<file path="src/rtl/rhythm_pkg.sv">
// Shared types and constants for the rhythm-game note lanes.
// Holds the lane FSM states, key codes and the down-arrow sprite.
package rhythm_pkg;

  typedef enum logic [2:0] {
    S_IDLE,
    S_WAIT,
    S_FALL,
    S_GAP,
    S_DONE
  } lane_state_t;

  localparam logic [7:0] KEY_START = 8'h2C;
  localparam logic [7:0] KEY_RESET = 8'h01;

  // 40x40 down arrow, bit index = row*40 + col.
  // Rows 0..19 are the shaft, rows 20..39 a shrinking head.
  function automatic logic [1599:0] arrow_bits();
    logic [1599:0] b;
    b = '0;
    for (int r = 0; r < 40; r++) begin
      for (int c = 0; c < 40; c++) begin
        if (r < 20) begin
          if (c >= 14 && c < 26)
            b[r*40+c] = 1'b1;
        end else if (c >= r - 20 && c <= 59 - r) begin
          b[r*40+c] = 1'b1;
        end
      end
    end
    return b;
  endfunction

  localparam logic [1599:0] ARROW_DOWN = arrow_bits();

endpackage

</file>
<file path="src/rtl/key_edge_detect.sv">
// Detects a press of KEY_CODE on either USB keycode input.
// Ports: frame_clk, Reset (async high), keycode, keycode_second -> pressed, press_edge.
module key_edge_detect
  import rhythm_pkg::*;
#(
  parameter logic [7:0] KEY_CODE = 8'h04
) (
  input  logic       frame_clk,
  input  logic       Reset,
  input  logic [7:0] keycode,
  input  logic [7:0] keycode_second,
  output logic       pressed,
  output logic       press_edge
);

  logic r_prev;

  assign pressed = (keycode == KEY_CODE) ||
                   (keycode_second == KEY_CODE);

  always_ff @(posedge frame_clk or posedge Reset) begin
    if (Reset) r_prev <= 1'b0;
    else       r_prev <= pressed;
  end

  // Holding the key keeps r_prev high, so only the first frame counts.
  assign press_edge = pressed & ~r_prev;

endmodule

</file>
<file path="src/rtl/note_lane.sv">
// One configurable rhythm-game lane: spawns falling arrows, judges presses, keeps score.
// Ports: frame_clk, Reset, keycode(s) in; dropX/Y, visible, arrow, hit, miss, score, done
// (+ perfect when NOTE_LANE_PERFECT_EN is defined) out.
module note_lane
  import rhythm_pkg::*;
#(
  parameter int         LANE_X      = 40,
  parameter logic [7:0] KEY_CODE    = 8'h04,
  parameter int         START_DELAY = 960,
  parameter int         NOTE_GAP    = 60,
  parameter int         NUM_NOTES   = 4,
  parameter int         Y_START     = 100,
  parameter int         Y_MAX       = 400,
  parameter int         HIT_LO      = 340,
  parameter int         SPEED       = 1,
  parameter int         SIZE        = 40
) (
  input  logic          frame_clk,
  input  logic          Reset,
  input  logic [7:0]    keycode,
  input  logic [7:0]    keycode_second,
  output logic [9:0]    dropX,
  output logic [9:0]    dropY,
  output logic          visible,
  output logic [1599:0] arrow,
  output logic          hit,
  output logic          miss,
  output logic [7:0]    score,
  output logic          done
`ifdef NOTE_LANE_PERFECT_EN
  ,
  output logic          perfect
`endif
);

  localparam int Y_CLAMP = Y_MAX - SIZE + SPEED;

  lane_state_t   r_state;
  logic [9:0]    r_y;
  logic          r_vis;
  logic [1599:0] r_arrow;
  logic          r_hit;
  logic          r_miss;
  logic [7:0]    r_score;
  logic          r_done;
  logic [7:0]    r_idx;
  logic [15:0]   r_cnt;

  logic          w_pressed;
  logic          w_edge;
  logic [10:0]   w_bottom;
  logic [10:0]   w_y_inc;
  logic [9:0]    w_y_step;
  logic          w_perf;
  logic [8:0]    w_sum;
  logic [7:0]    w_score_next;
  logic          w_last;

  key_edge_detect #(
    .KEY_CODE(KEY_CODE)
  ) u_key (
    .frame_clk     (frame_clk),
    .Reset         (Reset),
    .keycode       (keycode),
    .keycode_second(keycode_second),
    .pressed       (w_pressed),
    .press_edge    (w_edge)
  );

  assign w_bottom = {1'b0, r_y} + 11'(SIZE);
  assign w_y_inc  = {1'b0, r_y} + 11'(SPEED);
  assign w_y_step = (w_y_inc > 11'(Y_CLAMP)) ?
                    10'(Y_CLAMP) : w_y_inc[9:0];

`ifdef NOTE_LANE_PERFECT_EN
  logic r_perf;
  assign w_perf = (w_bottom >= 11'(Y_MAX - 20)) &&
                  (w_bottom <  11'(Y_MAX - 10));
  assign perfect = r_perf;
`else
  assign w_perf = 1'b0;
`endif

  assign w_sum = {1'b0, r_score} + (w_perf ? 9'd2 : 9'd1);
  assign w_score_next = w_sum[8] ? 8'hFF : w_sum[7:0];
  assign w_last = (r_idx >= 8'(NUM_NOTES - 1));

  always_ff @(posedge frame_clk or posedge Reset) begin
    if (Reset) begin
      r_state <= S_IDLE;
      r_y     <= 10'(Y_START);
      r_vis   <= 1'b0;
      r_arrow <= '0;
      r_hit   <= 1'b0;
      r_miss  <= 1'b0;
      r_score <= '0;
      r_done  <= 1'b0;
      r_idx   <= '0;
      r_cnt   <= '0;
`ifdef NOTE_LANE_PERFECT_EN
      r_perf  <= 1'b0;
`endif
    end else begin
      r_hit  <= 1'b0;
      r_miss <= 1'b0;
`ifdef NOTE_LANE_PERFECT_EN
      r_perf <= 1'b0;
`endif
      unique case (r_state)
        S_IDLE: begin
          r_score <= '0;
          r_idx   <= '0;
          r_cnt   <= '0;
          r_y     <= 10'(Y_START);
          r_vis   <= 1'b0;
          r_arrow <= '0;
          r_done  <= 1'b0;
          if (keycode == KEY_START)
            r_state <= S_WAIT;
        end
        S_WAIT: begin
          if (r_cnt == 16'(START_DELAY - 1)) begin
            r_cnt   <= '0;
            r_state <= S_FALL;
            r_vis   <= 1'b1;
            r_arrow <= ARROW_DOWN;
          end else begin
            r_cnt <= r_cnt + 16'd1;
          end
        end
        S_FALL: begin
          // Miss takes priority over a same-frame press.
          if (w_bottom >= 11'(Y_MAX) ||
              (w_edge && w_pressed &&
               w_bottom >= 11'(HIT_LO))) begin
            if (w_bottom >= 11'(Y_MAX)) begin
              r_miss <= 1'b1;
            end else begin
              r_hit   <= 1'b1;
              r_score <= w_score_next;
`ifdef NOTE_LANE_PERFECT_EN
              r_perf  <= w_perf;
`endif
            end
            r_vis   <= 1'b0;
            r_arrow <= '0;
            r_cnt   <= '0;
            if (w_last) begin
              r_state <= S_DONE;
              r_done  <= 1'b1;
            end else begin
              r_state <= S_GAP;
            end
          end else begin
            r_y <= w_y_step;
          end
        end
        S_GAP: begin
          if (r_cnt == 16'(NOTE_GAP - 1)) begin
            r_cnt   <= '0;
            r_y     <= 10'(Y_START);
            r_idx   <= r_idx + 8'd1;
            r_state <= S_FALL;
            r_vis   <= 1'b1;
            r_arrow <= ARROW_DOWN;
          end else begin
            r_cnt <= r_cnt + 16'd1;
          end
        end
        S_DONE: begin
          r_done <= 1'b1;
          if (keycode == KEY_RESET) begin
            r_state <= S_IDLE;
            r_done  <= 1'b0;
          end
        end
        default: r_state <= S_IDLE;
      endcase
    end
  end

  assign dropX   = 10'(LANE_X);
  assign dropY   = r_y;
  assign visible = r_vis;
  assign arrow   = r_arrow;
  assign hit     = r_hit;
  assign miss    = r_miss;
  assign score   = r_score;
  assign done    = r_done;

endmodule

</file>
<file path="config.mk">
export PLATFORM = sky130hd
export DESIGN_NAME = note_lane
export DESIGN_NICKNAME = d
export VERILOG_FILES = /design/src/rtl/rhythm_pkg.sv /design/src/rtl/key_edge_detect.sv /design/src/rtl/note_lane.sv
export SDC_FILE = /design/constraint.sdc
export NUM_CORES = 1
export LEC_CHECK = 0
export ABC_AREA = 1
export CORE_AREA = 5 5 631 633
export CTS_CLUSTER_SIZE = 30
export DETAILED_ROUTE_END_ITERATION = 7
export DIE_AREA = 0 0 636 638
export PLACE_DENSITY = 0.3
export SLEW_MARGIN = 40
export SYNTH_ARGS = -nofsm -noshare
export SYNTH_HDL_FRONTEND = slang
export SYNTH_HIERARCHICAL = 1
export SYNTH_SLANG_ARGS = --single-unit
</file>
<file path="constraint.sdc">
create_clock -name frame_clk -period 25.9 [get_ports frame_clk]
set_clock_uncertainty 0.15 [all_clocks]
set_input_delay 2.59 -clock frame_clk [delete_from_list [all_inputs] [get_ports frame_clk]]
set_output_delay 2.59 -clock frame_clk [all_outputs]
set_load 0.01 [all_outputs]
</file>
Word level (Yosys, flattened, before mapping):

Index checks and enable logic that the tools add are counted.

* latch bits: 0
* bits in writable memories: 0
* memories kept: 0
* logic and storage cells: 96
* bits in read-only memories: 0
* input port bits: 18
* register bits after elaboration: 1650

* muxes and demuxes: 39
* shifts and indexed selects: 0
* eq/ne operators: 18
* reduce and logical (&&, ||, !) cells: 17
* $lt $le $gt $ge: 4
* add/subtract/negate cells: 5
* div/mod/pow operators: 0
* multiply operators: 0
* bitwise gates (word level): 2

Operator list (number)
* $pmux W1600 S4: 1
* $mux W1600: 3
* $pmux W16 S4: 1
* $mux W16: 3
* $mux W8: 4
* $pmux W8 S2: 2
* $mux W10: 3
* $pmux W10 S3: 1
* $ge A11 B9 Y1 const B: 2
* $mux W3: 6
* $add A16 B1 Y16 const B: 1
* $eq A16 B10 Y1 const B: 1
* $eq A16 B6 Y1 const B: 1
* $eq A8 B3 Y1 const B: 2
* $ne A2 B2 Y1 const B: 8
* $pmux W3 S5: 1
* $mux W1: 12
* $add A10 B1 Y11 const B: 1
* $add A10 B6 Y11 const B: 1
* $gt A11 B9 Y1 const B: 1
* $add A8 B1 Y9 const B: 1
* $reduce_and A3 Y1: 3
* $add A8 B1 Y8 const B: 1
* $eq A8 B1 Y1 const B: 1
* 18 further kinds: 24

Depth between registers and ports, before layout:

* word-level depth: 8
* mapped depth: 15

Hierarchy:

The synthesis kept the hierarchy.

By module, submodules not included
* note_lane: cells an instance 2109, times used 1, area an instance 15611.2 um2, sequential area each 1229.9 um2
* key_edge_detect: cells an instance 28, times used 1, area an instance 133.9 um2, sequential area each 25.0 um2

Worst setup path before layout:

Ideal clock, no wire load.

* kind: register -> output
* start point: register, netlist name arrow[1579]
* end point: output port arrow[1005]
* path buffers: 1
* cell stages (with the launch flop): 2
* path slack: 11.814 ns
* arrival time: 11.346 ns
* path through: dfrtp_1 buf_4

RTL lines
* end, declared: line note_lane.sv:25 `output logic [1599:0] arrow,`

==> qor.yml <==
die_y_um: 638
tightest_slew_ns: 0.8369
antenna_found_initial: 0
ant_nets: 0
yosysSeqAreaShare: 0.07970
fp.dieW_um: 636
cts-resized-gates: 0
routed_wl_mm: 39.30
cts_buffers: 5
pwr_density_cell_mw_per_mm2: 89.61
p_int_uw: 1016
path_clk_slew_ns: 0.08
initial_utilization: 0.04023
synthDistinctLibCells: 39
vias_per_cell: 1.154
cts_tree: "yes"
rr_worst_depth: 13
yosysTopAreaCell: "buf_4"
gp_congestion: 0.6114
crit_fanout: 117
dp_hpwl_mm: 34.52
fmax_ghz: 0.1324
critPathLaunchType: "flip-flop"
ir_drop_mv: 0.03360
leakage_uw: 0.007802
routedWlPerCell_um: 5.307
worstReg2RegEnd: "score[4]"
track_usage: 0.01553
grt_max_degree: 118
ios: 1650
drtPass1Iterations: 4
grt_pass1_wl_mm: 48.62
clk_latency_ns: 0.34
end_kind: "output port"
synth_seq_cells: 50
hold_viol: 0
synth_edf_count: 0
clk_root_buffer_cell: "clkbuf_16"
arrival_ns: 4.81
hold_path_class: "reg2reg"
drcViolationCount: 0
maxCapViolCount: 0
htree_num_levels: 2
synthesis.area_mm2: 0.01575
rsz0062_at_grt: "no"
seq_power_share: 0.059
clock_sink_count: 50
synth_common_cells: "buf_4 (1611), nand2_1 (153), inv_1 (77), dfrtp_1 (47), nor2_1 (45)"
r2r_setup_slack_ns: 23.38
cts_setup_buffers: 0
core_area_mm2: 0.3914
port_buffers: 699
synthCells: 2137
finalCoreUtilization: 0.05348
n_fill_cell: 46300
async_reset_ff_frac: 1.000
period_share: 0.2915
relSlewSlack: 0.4404
status: "completed"
crit_required_ns: 23.16
hold_depth: 2
drive_gt1_frac: 0.04071
fin_tns_setup_ns: 0
drtIter0Drc: 209
nets: 2212
pwr-share-clk: 0.043
hp-start: "done"
reg2reg_from: "dropY[3]"
synthMostInstantiatedCell: "buf_4"
pwr-share-comb: 0.897
synthTopCellsByArea: "buf_4 (77%), dfrtp_1 (7.5%), nand2_1 (3.6%)"
worstHoldEndpoint: "done"
ctsHoldBuffers: 0
p_switching_uw: 859.2
clockBufferDepth: 2
rows: 230
synth_ff_type: "dfrtp_1"
grt-ovfl-total: 0
vias: 8550
netSwitchingFraction: 0.4581
fin_crit_ns: 7.551
synthToLayoutAreaGrowth_pct: 32.92
setup_viol_count_final: 0
slew_violations: 0
die_area_mm2: 0.4058
antenna_cells: 0
yosys_warnings: 6
critical_path_class: "reg2out"
grt_pass1_vias: 7165
postSynthAreaPerCell_um2: 7.368
netlist.area_leader.share: 0.7681
## power by group through the flow
stage	clock network, uW	registers (uW)	logic, uW
after global placement	0	115	1770
after global routing	91.5	115	1800
after CTS	91.1	113	1730
after detailed placement	0	114	1730
final	81.1	111	1680
after floorplan	0	205	2090
## cell type report
class | instances | area [um2] | area share
clock buffer | 5 | 125.1 | 0.005978
inverter | 84 | 319.1 | 0.01524
tap | 5220 | 6531 | 0.3121
timing repair buffer | 709 | 7081 | 0.3383
multi-input combinational | 1335 | 5585 | 0.2669
clock inverter | 3 | 28.78 | 0.001375
sequential | 50 | 1259 | 0.06014
## layout by cell type, fill, tap and decap left out, drive strengths merged, types with 5 or more instances in the layout
cell type	n
dfrtp	47
xor2	10
ha	9
inv	83
nor2	48
buf	13
conb	950
nand3	47
nand2	181
clkdlybuf4s50	696
clkbuf	5
o211ai	6
o21ai	39
nand4	15
nor3	12
## flip-flops by register name, summed over array words and instances (netlist names)
name	count
done	1
score	8
arrow	1
u_key/r_prev	1
dropY	10
r_state	3
hit	1
miss	1
r_idx	8
r_cnt	16
## kinds of logic after synthesis
kind of cell	Yosys count	synth area share
AO/OA/AOI/OAI	54	0.02209
other	2	0.0004770
buffers and inverters	1700	0.7916
AND/OR/NAND/NOR	312	0.09345
adder cells (fa/ha/maj)	9	0.007152
XOR/XNOR	10	0.005562
flip-flops	50	0.07970
## worst max-delay path by stage
stage / endpoint / slack [ns] / start
finish: arrow[1340] / 18.35 / arrow[1579]
global route: arrow[217] / 17.74 / arrow[1579]
CTS: arrow[1340] / 18.09 / arrow[1579]
detailed placement: arrow[1340] / 18.50 / arrow[1579]
global placement: arrow[1415] / 18.20 / arrow[1579]
floorplan: arrow[1005] / 11.81 / arrow[1579]
## critical path: stages (launching register included)
cell             delay (ns)
dfrtp_4                0.56
buf_4                  0.48
buf_4                  0.66
buf_4                  0.66
buf_4                  0.64
buf_6                  0.57
clkdlybuf4s50_1        0.66
## routing by layer
metal	track usage	wire, um	vias up
li1	-	-	4045
met1	0.01480	12100	3813
met2	0.02859	21200	684
met3	0.008651	5656	8
met4	0.004136	346	0
met5	0	0	-
## through the flow
stage / std cells / hold slack, ns / power (uW) / cell area [um2] / setup slack [ns]
2_1_floorplan: 3085 / 0.3233 / 2292 / 19300 / 11.81
3_3_place_gp: 7398 / 0.3229 / 1881 / 20780 / 18.20
3_5_place_dp: 7398 / 0.3265 / 1845 / 20780 / 18.50
4_1_cts: 7406 / 0.3493 / 1938 / 20940 / 18.09
5_1_grt: 7406 / 0.3851 / 2011 / 20930 / 17.74
6_report: 7406 / 0.3386 / 1875 / 20930 / 18.35
(Power assumes the default switching activity.)
